===== src/rtl/traffic_light_pkg.sv =====
// Shared light encodings and override FSM state constants for the traffic-light manual path.
// Pure definitions: no timing or flow control.
package traffic_light_pkg;

  localparam logic [1:0] LIGHT_RED    = 2'b00;
  localparam logic [1:0] LIGHT_YELLOW = 2'b01;
  localparam logic [1:0] LIGHT_GREEN  = 2'b10;

  typedef logic [1:0] ovr_state_t;

  localparam ovr_state_t ST_IDLE   = 2'd0;
  localparam ovr_state_t ST_RED    = 2'd1;
  localparam ovr_state_t ST_GREEN  = 2'd2;
  localparam ovr_state_t ST_YELLOW = 2'd3;

  function automatic logic [1:0] state_light(input ovr_state_t s);
    case (s)
      ST_GREEN:  return LIGHT_GREEN;
      ST_YELLOW: return LIGHT_YELLOW;
      default:   return LIGHT_RED;
    endcase
  endfunction

endpackage


===== src/rtl/button_debouncer.sv =====
// Raw button -> 2-flop sync -> debounce counter -> one-cycle rising-edge pulse.
// Latency: pulse 2+DEBOUNCE_CYCLES cycles after first sample; no backpressure.
module button_debouncer #(
  parameter int unsigned DEBOUNCE_CYCLES = 4
) (
  input  logic clk,
  input  logic reset,
  input  logic i_btn,
  output logic o_pulse
);

  localparam int unsigned CW = $clog2(DEBOUNCE_CYCLES + 1);
  localparam logic [CW-1:0] CNT_LAST = CW'(DEBOUNCE_CYCLES - 1);

  logic          r_sync1;
  logic          r_sync2;
  logic          r_level;
  logic          r_level_d;
  logic [CW-1:0] r_cnt;

  always_ff @(posedge clk) begin
    if (reset) begin
      r_sync1   <= 1'b0;
      r_sync2   <= 1'b0;
      r_level   <= 1'b0;
      r_level_d <= 1'b0;
      r_cnt     <= '0;
    end else begin
      r_sync1   <= i_btn;
      r_sync2   <= r_sync1;
      r_level_d <= r_level;
      // Any sample agreeing with the current level restarts the run.
      if (r_sync2 == r_level) begin
        r_cnt <= '0;
      end else if (r_cnt == CNT_LAST) begin
        r_level <= r_sync2;
        r_cnt   <= '0;
      end else begin
        r_cnt <= r_cnt + 1'b1;
      end
    end
  end

  assign o_pulse = r_level & ~r_level_d;

endmodule


===== src/rtl/manual_override_driver.sv =====
// Operator buttons -> manual_override/manual_state; green always exits via YELLOW_HOLD cycles of yellow.
// Outputs registered one edge after a press pulse; OVERRIDE_TIMEOUT_EN adds idle auto-release.
module manual_override_driver
  import traffic_light_pkg::*;
#(
  parameter int unsigned DEBOUNCE_CYCLES = 4,
  parameter int unsigned MIN_HOLD        = 2,
  parameter int unsigned YELLOW_HOLD     = 3,
  parameter int unsigned TIMEOUT_CYCLES  = 64
) (
  input  logic       clk,
  input  logic       reset,
  input  logic       btn_take,
  input  logic       btn_next,
  input  logic       btn_release,
  output logic       manual_override,
  output logic [1:0] manual_state,
  output logic       busy
);

  localparam int unsigned HW = $clog2(MIN_HOLD + 1);
  localparam int unsigned YW = $clog2(YELLOW_HOLD + 1);
  localparam logic [HW-1:0] HOLD_MAX = HW'(MIN_HOLD);
  localparam logic [YW-1:0] YEL_LAST = YW'(YELLOW_HOLD - 1);

  logic          w_take;
  logic          w_next;
  logic          w_rel;
  logic          w_timeout;
  ovr_state_t    r_state;
  ovr_state_t    w_nxt_state;
  logic          r_pend;
  logic          w_nxt_pend;
  logic [HW-1:0] r_hold;
  logic [YW-1:0] r_ycnt;
  logic          r_override;
  logic [1:0]    r_light;
  logic          r_busy;

  button_debouncer #(.DEBOUNCE_CYCLES(DEBOUNCE_CYCLES)) u_db_take (
    .clk(clk), .reset(reset), .i_btn(btn_take), .o_pulse(w_take)
  );
  button_debouncer #(.DEBOUNCE_CYCLES(DEBOUNCE_CYCLES)) u_db_next (
    .clk(clk), .reset(reset), .i_btn(btn_next), .o_pulse(w_next)
  );
  button_debouncer #(.DEBOUNCE_CYCLES(DEBOUNCE_CYCLES)) u_db_rel (
    .clk(clk), .reset(reset), .i_btn(btn_release), .o_pulse(w_rel)
  );

`ifdef OVERRIDE_TIMEOUT_EN
  localparam int unsigned TW = $clog2(TIMEOUT_CYCLES + 1);
  localparam logic [TW-1:0] TO_LAST = TW'(TIMEOUT_CYCLES - 1);
  logic [TW-1:0] r_idle;

  // Every accepted press changes state, so clearing on entry covers both cases.
  always_ff @(posedge clk) begin
    if (reset) begin
      r_idle <= '0;
    end else if (w_nxt_state != r_state) begin
      r_idle <= '0;
    end else if (r_state == ST_RED || r_state == ST_GREEN) begin
      r_idle <= r_idle + 1'b1;
    end
  end

  assign w_timeout = (r_state == ST_RED || r_state == ST_GREEN) && (r_idle == TO_LAST);
`else
  assign w_timeout = 1'b0;
`endif

  always_comb begin
    w_nxt_state = r_state;
    w_nxt_pend  = r_pend;
    case (r_state)
      ST_IDLE: begin
        if (w_take) w_nxt_state = ST_RED;
      end
      ST_RED: begin
        if (w_rel || w_timeout)              w_nxt_state = ST_IDLE;
        else if (w_next && r_hold >= HOLD_MAX) w_nxt_state = ST_GREEN;
      end
      ST_GREEN: begin
        if (w_rel || w_timeout) begin
          w_nxt_state = ST_YELLOW;
          w_nxt_pend  = 1'b1;
        end else if (w_next && r_hold >= HOLD_MAX) begin
          w_nxt_state = ST_YELLOW;
        end
      end
      default: begin
        if (w_rel) w_nxt_pend = 1'b1;
        // A release landing in the final yellow cycle still counts.
        if (r_ycnt == YEL_LAST) begin
          w_nxt_state = (r_pend || w_rel) ? ST_IDLE : ST_RED;
          w_nxt_pend  = 1'b0;
        end
      end
    endcase
  end

  always_ff @(posedge clk) begin
    if (reset) begin
      r_state    <= ST_IDLE;
      r_pend     <= 1'b0;
      r_hold     <= '0;
      r_ycnt     <= '0;
      r_override <= 1'b0;
      r_light    <= LIGHT_RED;
      r_busy     <= 1'b0;
    end else begin
      r_state <= w_nxt_state;
      r_pend  <= w_nxt_pend;
      if (w_nxt_state != r_state)  r_hold <= '0;
      else if (r_hold < HOLD_MAX)  r_hold <= r_hold + 1'b1;
      if (w_nxt_state != r_state)  r_ycnt <= '0;
      else if (r_state == ST_YELLOW) r_ycnt <= r_ycnt + 1'b1;
      r_override <= (w_nxt_state != ST_IDLE);
      r_light    <= state_light(w_nxt_state);
      r_busy     <= (w_nxt_state == ST_YELLOW);
    end
  end

  assign manual_override = r_override;
  assign manual_state    = r_light;
  assign busy            = r_busy;

endmodule


===== config.mk =====
export PLATFORM = sky130hd
export DESIGN_NAME = manual_override_driver
export DESIGN_NICKNAME = d
export VERILOG_FILES = /design/src/rtl/traffic_light_pkg.sv /design/src/rtl/button_debouncer.sv /design/src/rtl/manual_override_driver.sv
export SDC_FILE = /design/constraint.sdc
export NUM_CORES = 1
export LEC_CHECK = 0
export CAP_MARGIN = 20
export CORE_UTILIZATION = 50
export DETAILED_ROUTE_END_ITERATION = 8
export PLACE_DENSITY = 0.77
export SETUP_SLACK_MARGIN = 0.3
export SYNTH_ARGS = -nofsm -noshare
export SYNTH_HDL_FRONTEND = slang
export SYNTH_SLANG_ARGS = --single-unit

===== constraint.sdc =====
create_clock -name clk -period 3.4 [get_ports clk]
set_input_delay 1.02 -clock clk [delete_from_list [all_inputs] [get_ports clk]]
set_output_delay 1.02 -clock clk [all_outputs]
set_load 0.1 [all_outputs]

---- Word level (Yosys, flattened, before mapping) ----
Index checks and enable logic that the tools add are counted.
word-level totals
  register bits ........................... 32
  output and inout port bits .............. 4
operators by class
  bitwise logic cells ..................... 9
  magnitude comparators ................... 2
  add/subtract/negate cells ............... 5
  mux-type cells .......................... 12
  eq/ne operators ......................... 13
  reduce and logical (&&, ||, !) cells .... 12
operators by type and width
  operator                                              count
  2-to-1 mux 2 bit                                      6
  equality test 2 bit (second input constant)           5
  adder 3 x 1 -> 3 bit (second input constant)          3
  equality test 3 x 2 -> 1 bit (second input constant)  3
  OR reduction 3 bit                                    3
  inverter 1 bit                                        6
  one-hot mux 2 bit (3 select lines)                    1
  AND reduction 2 bit                                   3
  adder 2 x 1 -> 2 bit (second input constant)          2
  one-hot mux 2 bit (2 select lines)                    1
  OR reduction 2 bit                                    2
  bitwise AND 1 bit                                     3
  equality test 1 bit                                   3
  2-to-1 mux 1 bit                                      3
  equality test 2 x 1 -> 1 bit (second input constant)  1
  >= comparator 2 bit (second input constant)           1
  zero test 2 bit                                       1
  less-than comparator 2 bit (second input constant)    1
  != test 2 bit                                         1
  one-hot mux 1 bit (2 select lines)                    1
  nonzero test 2 bit                                    1
  logical AND 1 bit                                     1
  logical OR 1 bit                                      1

---- Depth between registers and ports, before layout ----
Gate-level depths: netlist (run 1).
  word-level depth ........................ 8
  gate-level depth with buffers ........... 7
  gate-level depth less buffers ........... 7

---- Hierarchy ----
Synthesis (run 1) repeated with hierarchy kept, for this count alone.
second synthesis, totals
  cells, all modules ...................... 112
  area total of the unflattened synthesis .. 1273.7 µm²
modules (own cells, without submodules)
  module                  sequential area each (µm²)  area each (µm²)  instances  cells an instance
  button_debouncer        140.1                       244.0            3          20
  manual_override_driver  200.2                       541.8            1          52

---- Worst setup path before layout (run 1) ----
No wires, ideal clock.
  kind .................................... reg2out
  start ................................... register r_light[0] (netlist: manual_state[0])
  end ..................................... output manual_state[0]
  data arrival time ....................... 1356 ps
  required time ........................... 2380 ps
  cell stages (with the launch flop) ...... 2
  path slack .............................. 1024 ps
  cells stage by stage .................... dfxtp_1 buf_4
RTL lines
  item                      RTL line                       source
  start: declaration        manual_override_driver.sv:37   logic [1:0] r_light;
  start signal: assignment  manual_override_driver.sv:118  r_light <= state_light(w_nxt_state);
  end: declaration          manual_override_driver.sv:17   output logic [1:0] manual_state,
No word-level cell between the ends.

---- Final worst setup path (run 1) ----
  start ................................... input reset
  end ..................................... register u_db_rel.r_cnt[2]
on the way
  cells in the longest elaborated chain, start to end .. 1
ends and longest elaborated chain
  item                          RTL line                      source
  start: declaration            manual_override_driver.sv:12  input logic reset,
  OR reduction 3 bit (no line)  --
  end signal: assignment        button_debouncer.sv:39        r_cnt <= r_cnt + 1'b1;
  end: declaration              button_debouncer.sv:19        logic [CW-1:0] r_cnt;
No other way between the ends.
A chain may end at the register's enable or synchronous reset.

==> flow_metrics.py, run 1 <==
metrics = {
    "outcome": {
        "status": "finished, final reports clean",
    },
    "place": {
        "hpwl_um": 1140,
        "dpl_worst_slack_ps": 808,
        "gp_congestion": 0.752,
        "io_buffers": 8,
    },
    "timing": {
        "slew_headroom_pct": 47.2,
        "fin_tns_setup_ps": 0,
        "rsz0062_at_grt": "no",
        "fmaxAchievable_ghz": 0.444,
        "fin_crit_sh_pct": 66.2,
        "worst_slack_ps": 1150,
        "setup_viol": 0,
        "hold_viol": 0,
        "tightest_slew_ps": 789,
        "finalClockSkew_ps": 5.36,
        "finalCriticalPeriod_ps": 2250,
        "slew_viol_final": 0,
    },
    "floorplanning": {
        "die_area_mm2": 0.00257,
        "die_y_um": 50.7,
        "initial_core_util_pct": 53.1,
        "num_rows": 17,
        "die_w_um": 50.7,
        "core-area_mm2": 0.00223,
        "ios": 9,
    },
    "clock_network": {
        "clk_pin_slew_ps": 80,
        "hold_buffers": 0,
        "cts_root_buf": "clkbuf_4",
        "clock_latency_ps": 320,
        "tritoncts": "yes",
        "post_cts_buffers": 0,
        "htreeDepth": 2,
        "clock_sinks": 31,
        "clk_path_buf_depth": 2,
        "numCtsBuffers": 5,
        "post_cts_resize_count": 0,
    },
    "synthesis": {
        "synth_edf_count": 0,
        "yosysMostFrequentCell": "dfxtp_1",
        "syn_inst": 121,
        "avgSynthCellArea_um2": 9.80,
        "synthDominantCellAreaShare_pct": 52.3,
        "yosysWarnings": 0,
        "yosysTopAreaCell": "dfxtp_1",
        "synth_ff_type": "dfxtp_1",
        "ys_ff_latch": 31,
        "ys_seq_area_share_pct": 52.3,
        "synth.distinct_cells": 30,
        "synth_area_mm2": 0.00119,
        "async_reset_ff_share_pct": 0,
        "synthTopCellsByCount": "dfxtp_1, nor2_1, inv_1",
        "syn_nets": 134,
        "synth.area.top_cells": "dfxtp_1, ha_1, nor2_1",
    },
    "detailed_routing": {
        "first_pass_iters": 4,
        "dr_total_vias": 777,
        "drc": 0,
        "drtIter0Drc": 8,
        "vias_per_cell": 4.86,
        "ant_nets": 0,
        "routedWlPerCell_um": 10.1,
        "totalWireLength_um": 1610,
    },
    "global_route": {
        "grt.total_usage_pct": 16.9,
        "grt_pass1_vias": 722,
        "globalRouteOverflowTotal": 0,
        "antenna_found_initial": 0,
        "grt_max_degree": 24,
        "grt_pass1_wl_um": 3020,
    },
    "power_and_ir_drop": {
        "powerDensity_mw_per_mm2": 513,
        "peakVddDrop_v": 0.000323,
        "power_mw": 0.680,
        "combPwrFrac_pct": 7.4,
        "netSwitchingFraction_pct": 22.8,
        "p_sw_mw": 0.155,
        "clkPwrFrac_pct": 35.0,
        "p_seq_share_pct": 57.7,
        "intPower_mw": 0.525,
        "power_leakage_nw": 0.526,
    },
    "layout": {
        "drive_gt1_share_pct": 9.85,
        "nets": 144,
        "ff_latch_area_um2": 621,
        "multi_input_area_um2": 487,
        "nFillCells": 209,
        "antenna_cells": 0,
        "area_growth_pct": 11.8,
    },
    "setup_path": {
        "cp_slowest_stage_delay_ps": 820,
        "critical_path_class": "in2reg",
        "reg2reg_depth": 7,
        "start_kind": "primary input",
        "endpoint_kind": "flop",
        "path_depth": 3,
        "path_buf_inv": 1,
        "cp_data_required_time_ps": 3660,
        "crit_path_top_delay_cell": "clkdlybuf4s50_1",
        "cp_cell_sequence": "clkdlybuf4s50_1 > or3_1 > nor2_1",
        "cp_max_fo": 23,
        "arrival_ps": 2510,
        "crit_family": "buffers and inverters",
    },
    "hold_path": {
        "whs_path_depth": 1,
        "holdCritPathClass": "reg2reg",
    },
    "flow_run": {
        "drv_cap": 0,
    },
}
routing by layer:
metal  GRT usage, %  vias up  wire (um)
met4           12.5        0         44
li1               -      416          -
met5              0        -          0
met2           23.1       15        678
met3           9.09        5         92
met1           19.7      341        794
logic make-up after synthesis:
family	synth area share (%)
buf+inv	6.65
xor+xnor	2.95
compound gates	9.07
mux	2.53
fa+ha+maj	8.44
simple gates	18.0
flops	52.3
metrics by stage:
step	util [%]	hold WS [ps]	instance area [um2]	instances
finish	59.4	420	1330	160
global route	59.4	439	1330	160
CTS	59.4	426	1330	160
detailed placement	56.3	413	1260	152
global placement	56.3	406	1260	152
floorplan	-	399	1190	121
sequential cells by signal, summed over array words and instances (netlist names), 2 cells and up:
register,flops
u_db_rel.r_cnt,3
manual_state,2
r_hold,2
r_state,2
r_ycnt,2
u_db_take.r_cnt,3
u_db_next.r_cnt,3
final cells by class:
cell class	instances	share of cell area (%)
well taps	28	2.64
clock buffers	8	5.19
repair buffers	8	5.28
multi-input cells	73	36.7
flip-flops and latches	31	46.8
inverters	12	3.40
power by group through the flow:
stage | Combinational [mW] | Clock (mW) | Sequential, mW
2_1_floorplan | 0.0377 | 0 | 0.398
3_3_place_gp | 0.0460 | 0 | 0.399
5_1_grt | 0.0587 | 0.263 | 0.395
4_1_cts | 0.0516 | 0.247 | 0.392
6_report | 0.0501 | 0.238 | 0.392
3_5_place_dp | 0.0512 | 0 | 0.401
final timing paths:
path / from / to / slack (ps)
min: u_db_rel.r_cnt[0] / u_db_rel.r_cnt[0] / 420
max reg2reg: r_hold[0] / r_hold[1] / 1730
max: reset / u_db_rel.r_cnt[2] / 1150
min reg2reg: u_db_rel.r_cnt[0] / u_db_rel.r_cnt[0] / 420
cell usage in the layout (no fill, tap or decap), types with 2 or more instances in the layout:
cell / Yosys / routed
dfxtp_1: 31 / 31
nor2_1: 18 / 18
inv_1: 12 / 12
nor2b_1: 8 / 8
ha_1: 8 / 8
a21oi_1: 6 / 6
or3_1: 5 / 5
clkbuf_4: 0 / 5
clkdlybuf4s50_1: 0 / 4
buf_4: 1 / 4
o21ai_0: 3 / 3
xnor2_1: 3 / 3
mux2i_1: 3 / 3
and3_1: 2 / 2
nand2_1: 2 / 2
clkbuf_8: 0 / 2
(Power assumes the default switching activity.)
==> run 2, diff against run 1 <==
--- a/config.mk
+++ b/config.mk
@@ -8,7 +8,7 @@
 export CAP_MARGIN = 20
 export CORE_UTILIZATION = 50
 export DETAILED_ROUTE_END_ITERATION = 8
-export PLACE_DENSITY = 0.77
+export PLACE_DENSITY = 0.8
 export SETUP_SLACK_MARGIN = 0.3
 export SYNTH_ARGS = -nofsm -noshare
 export SYNTH_HDL_FRONTEND = slang
==> constraint.sdc (replaced) <==
create_clock -name clk -period 1.9 [get_ports clk]
set_input_delay 0.57 -clock clk [delete_from_list [all_inputs] [get_ports clk]]
set_output_delay 0.57 -clock clk [all_outputs]
set_load 0.1 [all_outputs]
==> run 2 against run 1 <==
Setup slack lost 850 ps. Critical path depth increased by 2. Total power increased by 110%. Core utilization up 6.9 points. First-iteration DRC count grew 88%. Design area grew 12%. Sequential share of layout area is 4.4 points lower. Routed wire length increased by 35%. Register-to-register slack got worse by 1400 ps. Highest routed layer unchanged.
==> flow_metrics.py, run 2 (synthesis results as in run 1) <==
metrics = {
    "clock_network": {
        "clk_path_buf_depth": 2,
        "htreeDepth": 2,
        "clock_latency_ps": 330,
        "tritoncts": "yes",
        "cts_root_buf": "clkbuf_4",
        "clock_sinks": 31,
        "clk_pin_slew_ps": 90,
        "numCtsBuffers": 5,
    },
    "power_and_ir_drop": {
        "power_leakage_nw": 0.572,
        "clkPwrFrac_pct": 36.5,
        "peakVddDrop_v": 0.000695,
        "netSwitchingFraction_pct": 23.0,
        "intPower_mw": 1.11,
        "powerDensity_mw_per_mm2": 970,
        "p_sw_mw": 0.330,
        "combPwrFrac_pct": 14.3,
        "p_seq_share_pct": 49.2,
    },
    "setup_path": {
        "endpoint_kind": "flop",
        "arrival_ps": 1800,
        "cp_slowest_stage_delay_ps": 420,
        "reg2reg_depth": 5,
        "crit_path_top_delay_cell": "dfxtp_1",
        "crit_family": "simple AND/OR/NAND/NOR gates",
        "path_buf_inv": 0,
        "critical_path_class": "reg2reg",
        "cp_data_required_time_ps": 2100,
        "cp_cell_sequence": "nand2b_1 > or2_1 > a221oi_2 > or2_4 > a21oi_1",
        "cp_max_fo": 4,
        "start_kind": "flop",
        "path_depth": 5,
    },
    "timing": {
        "hold_viol": 0,
        "fin_crit_sh_pct": 84.1,
        "fmaxAchievable_ghz": 0.626,
        "rsz0062_at_grt": "no",
        "whs_ps": 427,
        "slew_viol_final": 0,
        "finalClockSkew_ps": 6.54,
        "finalCriticalPeriod_ps": 1600,
        "setup_viol": 0,
        "slew_headroom_pct": 71.2,
        "fin_tns_setup_ps": 0,
        "tightest_slew_ps": 433,
    },
    "layout": {
        "final_common_cell": "dfxtp_1",
        "top_regs": "u_db_next.r_cnt x3, u_db_rel.r_cnt x3, u_db_take.r_cnt x3",
        "drive_gt1_share_pct": 22.8,
        "finalInstanceArea_mm2": 0.00148,
        "antenna_cells": 0,
        "final_cell_mix": "dfxtp_1, nor2_1, inv_1, nor2b_1, ha_1",
        "nets": 148,
        "area_growth_pct": 24.8,
    },
    "floorplanning": {
        "die_area_mm2": 0.00257,
        "ios": 9,
        "die_y_um": 50.7,
        "num_rows": 17,
        "die_w_um": 50.7,
        "core-area_mm2": 0.00223,
        "initial_core_util_pct": 53.1,
    },
    "detailed_routing": {
        "drc": 0,
        "drtIter0Drc": 15,
        "dr_total_vias": 840,
        "vias_per_cell": 5.12,
        "ant_nets": 0,
        "first_pass_iters": 4,
        "routedWlPerCell_um": 13.3,
        "totalWireLength_um": 2180,
    },
    "hold_path": {
        "whs_path_depth": 1,
        "holdCritPathClass": "reg2reg",
    },
    "outcome": {
        "status": "finished, final reports clean",
    },
    "global_route": {
        "grt_pass1_wl_um": 3520,
        "globalRouteOverflowTotal": 0,
        "antenna_found_initial": 0,
        "grt_pass1_vias": 845,
        "grt_max_degree": 11,
        "grt.total_usage_pct": 19.5,
    },
    "flow_run": {
        "drv_cap": 0,
    },
    "place": {
        "hpwl_um": 1440,
        "io_buffers": 8,
        "gp_congestion": 0.918,
        "place_area_mm2": 0.00132,
    },
}
run 2: cell types whose count changed in the layout (fill, tap and decap cells not counted), sizes merged:
cell    before  now
clkbuf       8    6
buf          4    8
bufinv       0    1
clkinv       0    1
run 2: final timing paths:
path | from | end | slack [ps]
worst max-delay path | u_db_next.r_level | manual_override | 300
worst min-delay path | u_db_take.r_cnt[0] | u_db_take.r_cnt[0] | 430
worst max register to register | u_db_next.r_level | manual_override | 300
worst min register to register | u_db_take.r_cnt[0] | u_db_take.r_cnt[0] | 430
run 2: repair_timing:
| action | CTS | global route |
|---|---|---|
| pin swaps | 4 | 5 |
| setup buffers | 0 | 2 |
| endpoints found under the setup margin | 5 | 8 |
| hold buffers | 0 | 0 |
| resized for setup | 4 | 12 |
| cloned | 0 | 0 |
run 2: final cells by class:
cell class	count	area, um2
inverter	12	45.0
clock inverter	2	35.0
sequential	31	627
fill	158	753
clock buffer	6	51.3
tap	28	35.0
timing repair buffer	12	150
multi-input combinational	73	537
run 2: worst register-to-register path: stages (launching register included):
cell and delay (ps):
dfxtp_1 420, nand2b_1 150, or2_1 260, a221oi_2 340, or2_4 220, a21oi_1 80
run 2: metrics by stage:
step                      cells  utilization (%)  power, mW  setup WS, ps
after floorplan             121                -      0.780           308
after global placement      154             59.3      0.799           238
after detailed placement    154             59.3      0.814           204
after CTS                   162             63.6       1.35           279
after global routing        164             66.3       1.50           239
final                       164             66.3       1.44           301
run 2: metal layers:
layer	vias to the layer above	routed length (um)	GRT usage, %
li1	424	-	-
met1	397	826	19.7
met2	17	1250	34.2
met3	2	84	5.45
met4	0	20	13.9
met5	-	0	0
run 2: power by group through the flow:
stage                     Combinational [mW]  Clock (mW)  Sequential (mW)
after global placement                0.0852           0            0.714
after CTS                              0.105       0.538            0.709
after global routing                   0.228       0.559            0.709
after detailed placement              0.0964           0            0.717
after floorplan                       0.0674           0            0.712
final                                  0.205       0.524            0.707
